### config.mk
export PLATFORM = sky130hd
export DESIGN_NAME = pipe_run_monitor
export DESIGN_NICKNAME = d
export VERILOG_FILES = /design/src/rtl/pipe_run_monitor.sv
export SDC_FILE = /design/constraint.sdc
export NUM_CORES = 1
export LEC_CHECK = 0
export CORE_ASPECT_RATIO = 0.8
export CORE_MARGIN = 4
export CORE_UTILIZATION = 38
export DETAILED_ROUTE_END_ITERATION = 6
export PLACE_DENSITY_LB_ADDON = 0.12
export SYNTH_ARGS = -nofsm -noshare
export SYNTH_HDL_FRONTEND = slang
export SYNTH_SLANG_ARGS = --single-unit
### constraint.sdc
create_clock -name clk -period 2.3 [get_ports clk]
set_input_delay 0.69 -clock clk [delete_from_list [all_inputs] [get_ports clk]]
set_output_delay 0.69 -clock clk [all_outputs]
set_load 0.005 [all_outputs]
### src/rtl/pipe_run_monitor.sv
// Run-control monitor: flags end-of-run or fault, freezes cause/address, halts after drain.
// Optional MON_CYCLE_COUNT_EN adds the run_cycles output.
module pipe_run_monitor #(
    parameter int XLEN         = 32,
    parameter int IMEM_AW      = 12,
    parameter int DMEM_AW      = 12,
    parameter int TIMEOUT      = 100,
    parameter int CNT_W        = 8,
    parameter int DRAIN_CYCLES = 1,
    parameter int WATCH_TARGET = 10673
) (
    input  logic            clk,
    input  logic            reset,
    input  logic            stall,
    input  logic            exception,
    input  logic [XLEN-1:0] pc,
    input  logic            imem_valid,
    input  logic [XLEN-1:0] imem_addr,
    input  logic            dmem_wr_valid,
    input  logic [XLEN-1:0] dmem_wr_addr,
    input  logic            dmem_rd_valid,
    input  logic [XLEN-1:0] dmem_rd_addr,
    input  logic [XLEN-1:0] watch_value,
`ifdef MON_CYCLE_COUNT_EN
    output logic [31:0]     run_cycles,
`endif
    output logic            trig,
    output logic            halt,
    output logic [2:0]      halt_cause,
    output logic [XLEN-1:0] fault_addr,
    output logic [CNT_W-1:0] stall_count
);

    localparam int DW = $clog2(DRAIN_CYCLES + 1);

    typedef enum logic [1:0] {IDLE, RUN, DRAIN, HALT} state_t;

    state_t          state;
    logic [XLEN-1:0] prev_pc;
    logic [DW-1:0]   drain_cnt;

    logic            imem_oor;
    logic            wr_oor;
    logic            rd_oor;
    logic            watch_hit;
    logic            timeout_hit;
    logic            ev_any;
    logic [2:0]      ev_cause;
    logic [XLEN-1:0] ev_addr;

    assign imem_oor    = imem_valid && (imem_addr[XLEN-1:IMEM_AW] != '0);
    assign wr_oor      = dmem_wr_valid && (dmem_wr_addr[XLEN-1:DMEM_AW] != '0);
    assign rd_oor      = dmem_rd_valid && (dmem_rd_addr[XLEN-1:DMEM_AW] != '0);
    assign watch_hit   = watch_value == XLEN'(WATCH_TARGET);
    assign timeout_hit = stall_count > CNT_W'(TIMEOUT);

    // Fixed priority: lowest cause code wins when several fire together.
    always_comb begin
        ev_any   = 1'b1;
        ev_cause = 3'd0;
        ev_addr  = pc;
        if (exception) begin
            ev_cause = 3'd1;
        end else if (imem_oor) begin
            ev_cause = 3'd2;
            ev_addr  = imem_addr;
        end else if (wr_oor) begin
            ev_cause = 3'd3;
            ev_addr  = dmem_wr_addr;
        end else if (rd_oor) begin
            ev_cause = 3'd3;
            ev_addr  = dmem_rd_addr;
        end else if (watch_hit) begin
            ev_cause = 3'd4;
        end else if (timeout_hit) begin
            ev_cause = 3'd5;
        end else begin
            ev_any = 1'b0;
        end
    end

    always_ff @(posedge clk or negedge reset) begin
        if (!reset) begin
            state       <= IDLE;
            prev_pc     <= '0;
            drain_cnt   <= '0;
            trig        <= 1'b0;
            halt        <= 1'b0;
            halt_cause  <= 3'd0;
            fault_addr  <= '0;
            stall_count <= '0;
`ifdef MON_CYCLE_COUNT_EN
            run_cycles  <= '0;
`endif
        end else begin
            prev_pc <= pc;
            trig    <= 1'b0;
`ifdef MON_CYCLE_COUNT_EN
            if ((state == RUN || state == DRAIN) && run_cycles != '1)
                run_cycles <= run_cycles + 32'd1;
`endif
            unique case (state)
                IDLE: begin
                    stall_count <= '0;
                    if (!stall)
                        state <= RUN;
                end
                RUN: begin
                    if (pc != prev_pc)
                        stall_count <= '0;
                    else if (!stall && stall_count != '1)
                        stall_count <= stall_count + 1'b1;
                    if (ev_any) begin
                        trig       <= 1'b1;
                        halt_cause <= ev_cause;
                        fault_addr <= ev_addr;
                        drain_cnt  <= '0;
                        state      <= DRAIN;
                    end
                end
                DRAIN: begin
                    if (drain_cnt == DW'(DRAIN_CYCLES - 1)) begin
                        halt  <= 1'b1;
                        state <= HALT;
                    end else begin
                        drain_cnt <= drain_cnt + 1'b1;
                    end
                end
                HALT: begin
                end
            endcase
        end
    end

endmodule
; Yosys cells after proc, flatten, opt, wreduce, memory -nomap -nowiden
; Index checks and enable logic that the tools add are counted.
[word_totals]
register_bits = 80
inputBits = 167
out_inout_bits = 45
elab_cells = 66
[op_classes]
add_sub_neg = 2
n_lt_le_gt_ge = 1
eq_ne = 9
n_mux = 28
n_bitwise = 1
reduce_logical = 17
[op_table]
columns = operator, n
row1 = 32-bit two-way mux, 4
row2 = 20-bit nonzero test, 3
row3 = 32-bit by 14-bit == test with 1-bit output (second input constant), 1
row4 = 32-bit inequality test, 1
row5 = 3-bit two-way mux, 6
row6 = 8-bit two-way mux, 2
row7 = 8-bit case mux with 2 select lines, 1
row8 = 1-bit two-way mux, 10
row9 = 8-bit by 1-bit adder with 8-bit output (second input constant), 1
row10 = 8-bit by 7-bit > comparator with 1-bit output (second input constant), 1
row11 = 8-bit inequality test (second input constant), 1
row12 = 2-bit AND reduction, 4
row13 = 2-bit two-way mux, 3
row14 = 2-bit inequality test (second input constant), 3
row15 = 2-bit case mux with 3 select lines, 1
row16 = 1-bit logical AND, 4
row17 = 4-bit AND reduction, 1
row18 = 2-bit nonzero test, 2
row19 = 3-bit inequality test (second input constant), 1
row20 = 3-bit nonzero test, 1
row21 = 2-bit by 1-bit == test with 1-bit output (second input constant), 1
row22 = 2-bit == test (second input constant), 1
row23 = 2-bit zero test, 1
row24 = 1-bit case mux with 2 select lines, 1
row25 = 3 further kinds, 3

; Depth between registers and ports, before layout
[depth]
depth_word = 9
ltp_mapped = 10
depth_no_buf = 8

; Least setup slack after synthesis
; No wires, ideal clock.
[synth_path]
path_kind = input port to flip-flop
startpoint = in dmem_rd_addr[12]
endpoint = reg fault_addr[23]
setup_ns = 0.121
t_arrival_ns = 2.350
required_time_ns = 2.179
setup_slack_ns = -0.171
path_stages = 8
path_buffers = 2
path_cell_list = or4_1 > nor2_2 > a21boi_1 > o41ai_2 > buf_4 > buf_6 > a21oi_1 > a22o_1
[synth_between]
elab_chain_len = 7
word_cells_on_any_way = 11
classes_between = mux: 8 / reduce/logical: 3
[synth_rtl]
columns = item, line_no
row1 = from (decl), 22  ; input logic [XLEN-1:0] dmem_rd_addr,
row2 = 20-bit nonzero test *, 53  ; assign rd_oor = dmem_rd_valid && (dmem_rd_addr[XLEN-1:DMEM_AW] != '0);
row3 = 1-bit logical AND *, 53
row4 = 1-bit two-way mux, 70  ; end else if (rd_oor) begin
row5 = 1-bit two-way mux, 67  ; end else if (wr_oor) begin
row6 = 1-bit two-way mux, 64  ; end else if (imem_oor) begin
row7 = 1-bit two-way mux, 62  ; if (exception) begin
row8 = 2-bit AND reduction (no source line), -
row9 = to (signal assigned), 116  ; fault_addr <= ev_addr;
row10 = to (decl), 30  ; output logic [XLEN-1:0] fault_addr,
; Mark *: on every way between the ends. The rest lies on a longest branch, timed or not.
; A chain may end at the register's enable or synchronous reset.

; Worst setup path in the final report
[layout_path]
startpoint = in dmem_rd_addr[17]
endpoint = reg fault_addr[25]
; The elaborated chain is that of the path after synthesis.

==> flow_summary.ini <==
[clocking]
cts_tree = yes
cts_made_buffers = 9
clkLatencyLatePin_ns = 0.34
path_clk_slew_ns = 0.06
clockBufferDepth = 2
cts_sinks = 79
ctsHtreeMaxLevel = 3
cts_root_buffer = clkbuf_16

[setup_path]
cp.arrival_ns = 2.75
crit_slowest_cell = or4_4
crit_top_cell = buf_12
reg2reg_slack_ns = -0.09
path_cells = buf_6 -> or4_4 -> nor2_4 -> a21boi_2 -> o41ai_4 -> buf_4 -> buf_12 -> buf_12 -> a21oi_1 -> a22o_1
critPathKind = in2reg
cp_max_fo = 8
critical_path_required_ns = 2.52
worst_setup_path_start_kind = primary input
r2r_cells = 13
slowest_delay_ns = 0.57
end_kind = flip-flop

[sta]
rsz0062_at_grt = true
max_slew_margin_pct = 48.2
worst_pin_slew_ns = 0.777
fin_skew_ns = 0.00871
fmax_mhz = 394
maxSlewViolCount = 0
finalCriticalPeriod_ns = 2.54
hold_viol_final = 0
worst_slack_ns = -0.238
setup_viol = 35
fin_crit_sh_pct = 110

[logic_synthesis]
seq_area_frac_synth_pct = 42.8
ys_seq_elements = 79
ys_warn_count = 0
synth_cells = 503
synthFlopType = dfrtp_1
synth_edf_count = 0
yosysUniqueCellTypes = 46
syn_area_per_cell_sq_um = 9.19
syn_area_sq_um = 4620
synthArstFlopShare_pct = 100
syn-num-nets = 677

[global_route]
grt_overflow = 0
grt_max_degree = 67
track_usage_pct = 29.1
grt_pass1_vias = 5735
grt_pass1_wl_microns = 32000
antenna_found_initial = 0

[die]
start_util_pct = 39.5
core_sq_um = 11700
die_h_microns = 107
die_area_sq_um = 14000
die_w_microns = 131
row_count = 35
io_pins = 212

[final_layout]
final-instance-count-excl-fill = 981
final_core_util_pct = 74.9
drive_above_1_share_pct = 33.6
num_antenna_cells = 0
area_growth_pct = 89.5
nets = 1002

[outcome]
status = finished, violations left
violations = setup timing

[routing]
vias = 5652
wl_met3_microns = 2140
routedWlPerCell_microns = 21.7
routed-wl-met2_microns = 9840
wirelength_microns = 21300
ant_nets = 0
maxUsedRoutingLayer = met5
drtIter0Drc = 384
avgViaCountPerCell = 5.76
firstDrtPassIters = 5
met1_length_microns = 8770
drcViolationCount = 0

[place]
port_buffers = 211
gp_congestion = 0.893
dpl.cell_count = 941
dp_hpwl_microns = 13900

[power_and_ir_drop]
p_int_mw = 4.76
pwr-share-seq_pct = 28.8
swShare_pct = 31.7
p_sw_mw = 2.21
vdd_drop_max_mv = 0.455
p_comb_share_pct = 47.3
p_leak_nw = 3.90
power_density_nw_per_um2 = 796
clock_power_share_pct = 23.9

[worst_hold_path]
hold_path.class = in2async

[run]
cap_violations = 0
[cell usage in the layout (no fill, tap or decap), types with 20 or more instances in the layout]
| cell | netlist | final |
|---|---|---|
| dfrtp_1 | 79 | 79 |
| a22o_1 | 33 | 33 |
| dlygate4sd2_1 | 0 | 52 |
| buf_4 | 4 | 118 |
| a21oi_1 | 68 | 65 |
| clkbuf_2 | 0 | 20 |
| inv_1 | 42 | 40 |
| clkdlybuf4s50_1 | 0 | 88 |
| o21ai_0 | 70 | 52 |
| xor2_1 | 33 | 23 |
[metal layers]
layer	global-route usage (%)	up-vias
met5	0	-
li1	-	2531
met3	8.91	52
met4	8.70	2
met1	38.9	2718
met2	46.0	349
[power by group through the flow]
stage / logic, mW / registers [mW] / clock network (mW)
after detailed placement: 2.56 / 2.00 / 0
after global placement: 2.50 / 2.00 / 0
after global routing: 3.49 / 2.04 / 1.76
final: 3.30 / 2.00 / 1.67
after floorplan: 1.09 / 1.99 / 0
after CTS: 3.23 / 1.99 / 1.68
[worst paths after layout]
path	end	from
worst max-delay path	fault_addr[25]	dmem_rd_addr[17]
worst min-delay path	fault_addr[24]	reset
worst max register to register	fault_addr[25]	stall_count[0]
worst min register to register	halt	halt
max in group asynchronous	fault_addr[9]	reset
min in group clk	halt	halt
[registers in the layout, summed over array words and instances (netlist names)]
register and count:
halt_cause 3, fault_addr 32, trig 1, halt 1, prev_pc 32, stall_count 8
state 2
[critical path, delay by kind of cell]
| family | cells | cell delay (ns) |
|---|---|---|
| simple gates | 2 | 0.74 |
| buf+inv | 4 | 0.56 |
| compound gates | 4 | 0.76 |
[cells by family (layout without fill, tap and decap cells)]
kind of cell / Yosys count / after routing / share of synthesized area (%)
buf+inv: 78 / 408 / 7.09
flops: 79 / 79 / 42.8
xor+xnor: 35 / 35 / 6.63
compound gates: 221 / 221 / 30.6
fa+ha+maj: 7 / 7 / 1.90
simple gates: 80 / 80 / 10.3
mux: 3 / 3 / 0.677
[per-stage QoR]
stage / total power [mW] / area, sq um / hold slack (ns) / setup TNS [ns] / setup slack (ns)
floorplan: 3.08 / 4670 / 0.394 / -1.25 / -0.0617
global placement: 4.50 / 7710 / 0.455 / -35.82 / -0.990
detailed placement: 4.56 / 7710 / 0.473 / -35.77 / -0.995
CTS: 6.90 / 8630 / 0.300 / -3.44 / -0.140
global route: 7.29 / 8760 / 0.306 / -7.92 / -0.263
finish: 6.97 / 8760 / 0.285 / -6.60 / -0.238
[final cells by class]
class | count | area [sq um]
Clock buffer | 11 | 243
Clock inverter | 5 | 105
Tap cell | 148 | 185
Fill cell | 810 | 2930
Timing Repair Buffer | 350 | 3190
Multi-Input combinational cell | 346 | 2900
Inverter | 42 | 160
Sequential cell | 79 | 1980
[cells in the mapped netlist, types with 2 or more instances]
| cell type | count | area [sq um] |
|---|---|---|
| a21oi_1 | 68 | 340 |
| a221oi_1 | 32 | 280 |
| a22o_1 | 33 | 289 |
| a31oi_1 | 3 | 18.8 |
| and2_1 | 12 | 75.1 |
| and3_1 | 2 | 12.5 |
| buf_2 | 4 | 20.0 |
| buf_4 | 4 | 30.0 |
| buf_6 | 2 | 22.5 |
| clkbuf_1 | 25 | 93.8 |
| dfrtp_1 | 79 | 1980 |
| ha_1 | 7 | 87.6 |
| inv_1 | 42 | 158 |
| mux2i_1 | 2 | 20.0 |
| nand2_1 | 9 | 33.8 |
| nand3_1 | 9 | 45.0 |
| nand4_1 | 3 | 18.8 |
| nor2_1 | 4 | 15.0 |
| nor4_1 | 26 | 163 |
| nor4bb_1 | 3 | 30.0 |
| o21a_1 | 2 | 15.0 |
| o21ai_0 | 70 | 350 |
| o21ai_1 | 2 | 10.0 |
| o41ai_2 | 2 | 32.5 |
| or2_2 | 2 | 12.5 |
| or4_1 | 3 | 22.5 |
| xnor2_1 | 2 | 17.5 |
| xor2_1 | 33 | 289 |
[repair_timing]
| action | in CTS | in global routing |
|---|---|---|
| hold buffers | 0 | 0 |
| gates resized for setup | 310 | 76 |
| cloned | 7 | 3 |
| setup buffers | 12 | 6 |
| endpoints found under the setup margin | 46 | 44 |
| pin swaps | 81 | 50 |
Power figures use the tool's default switching activity.
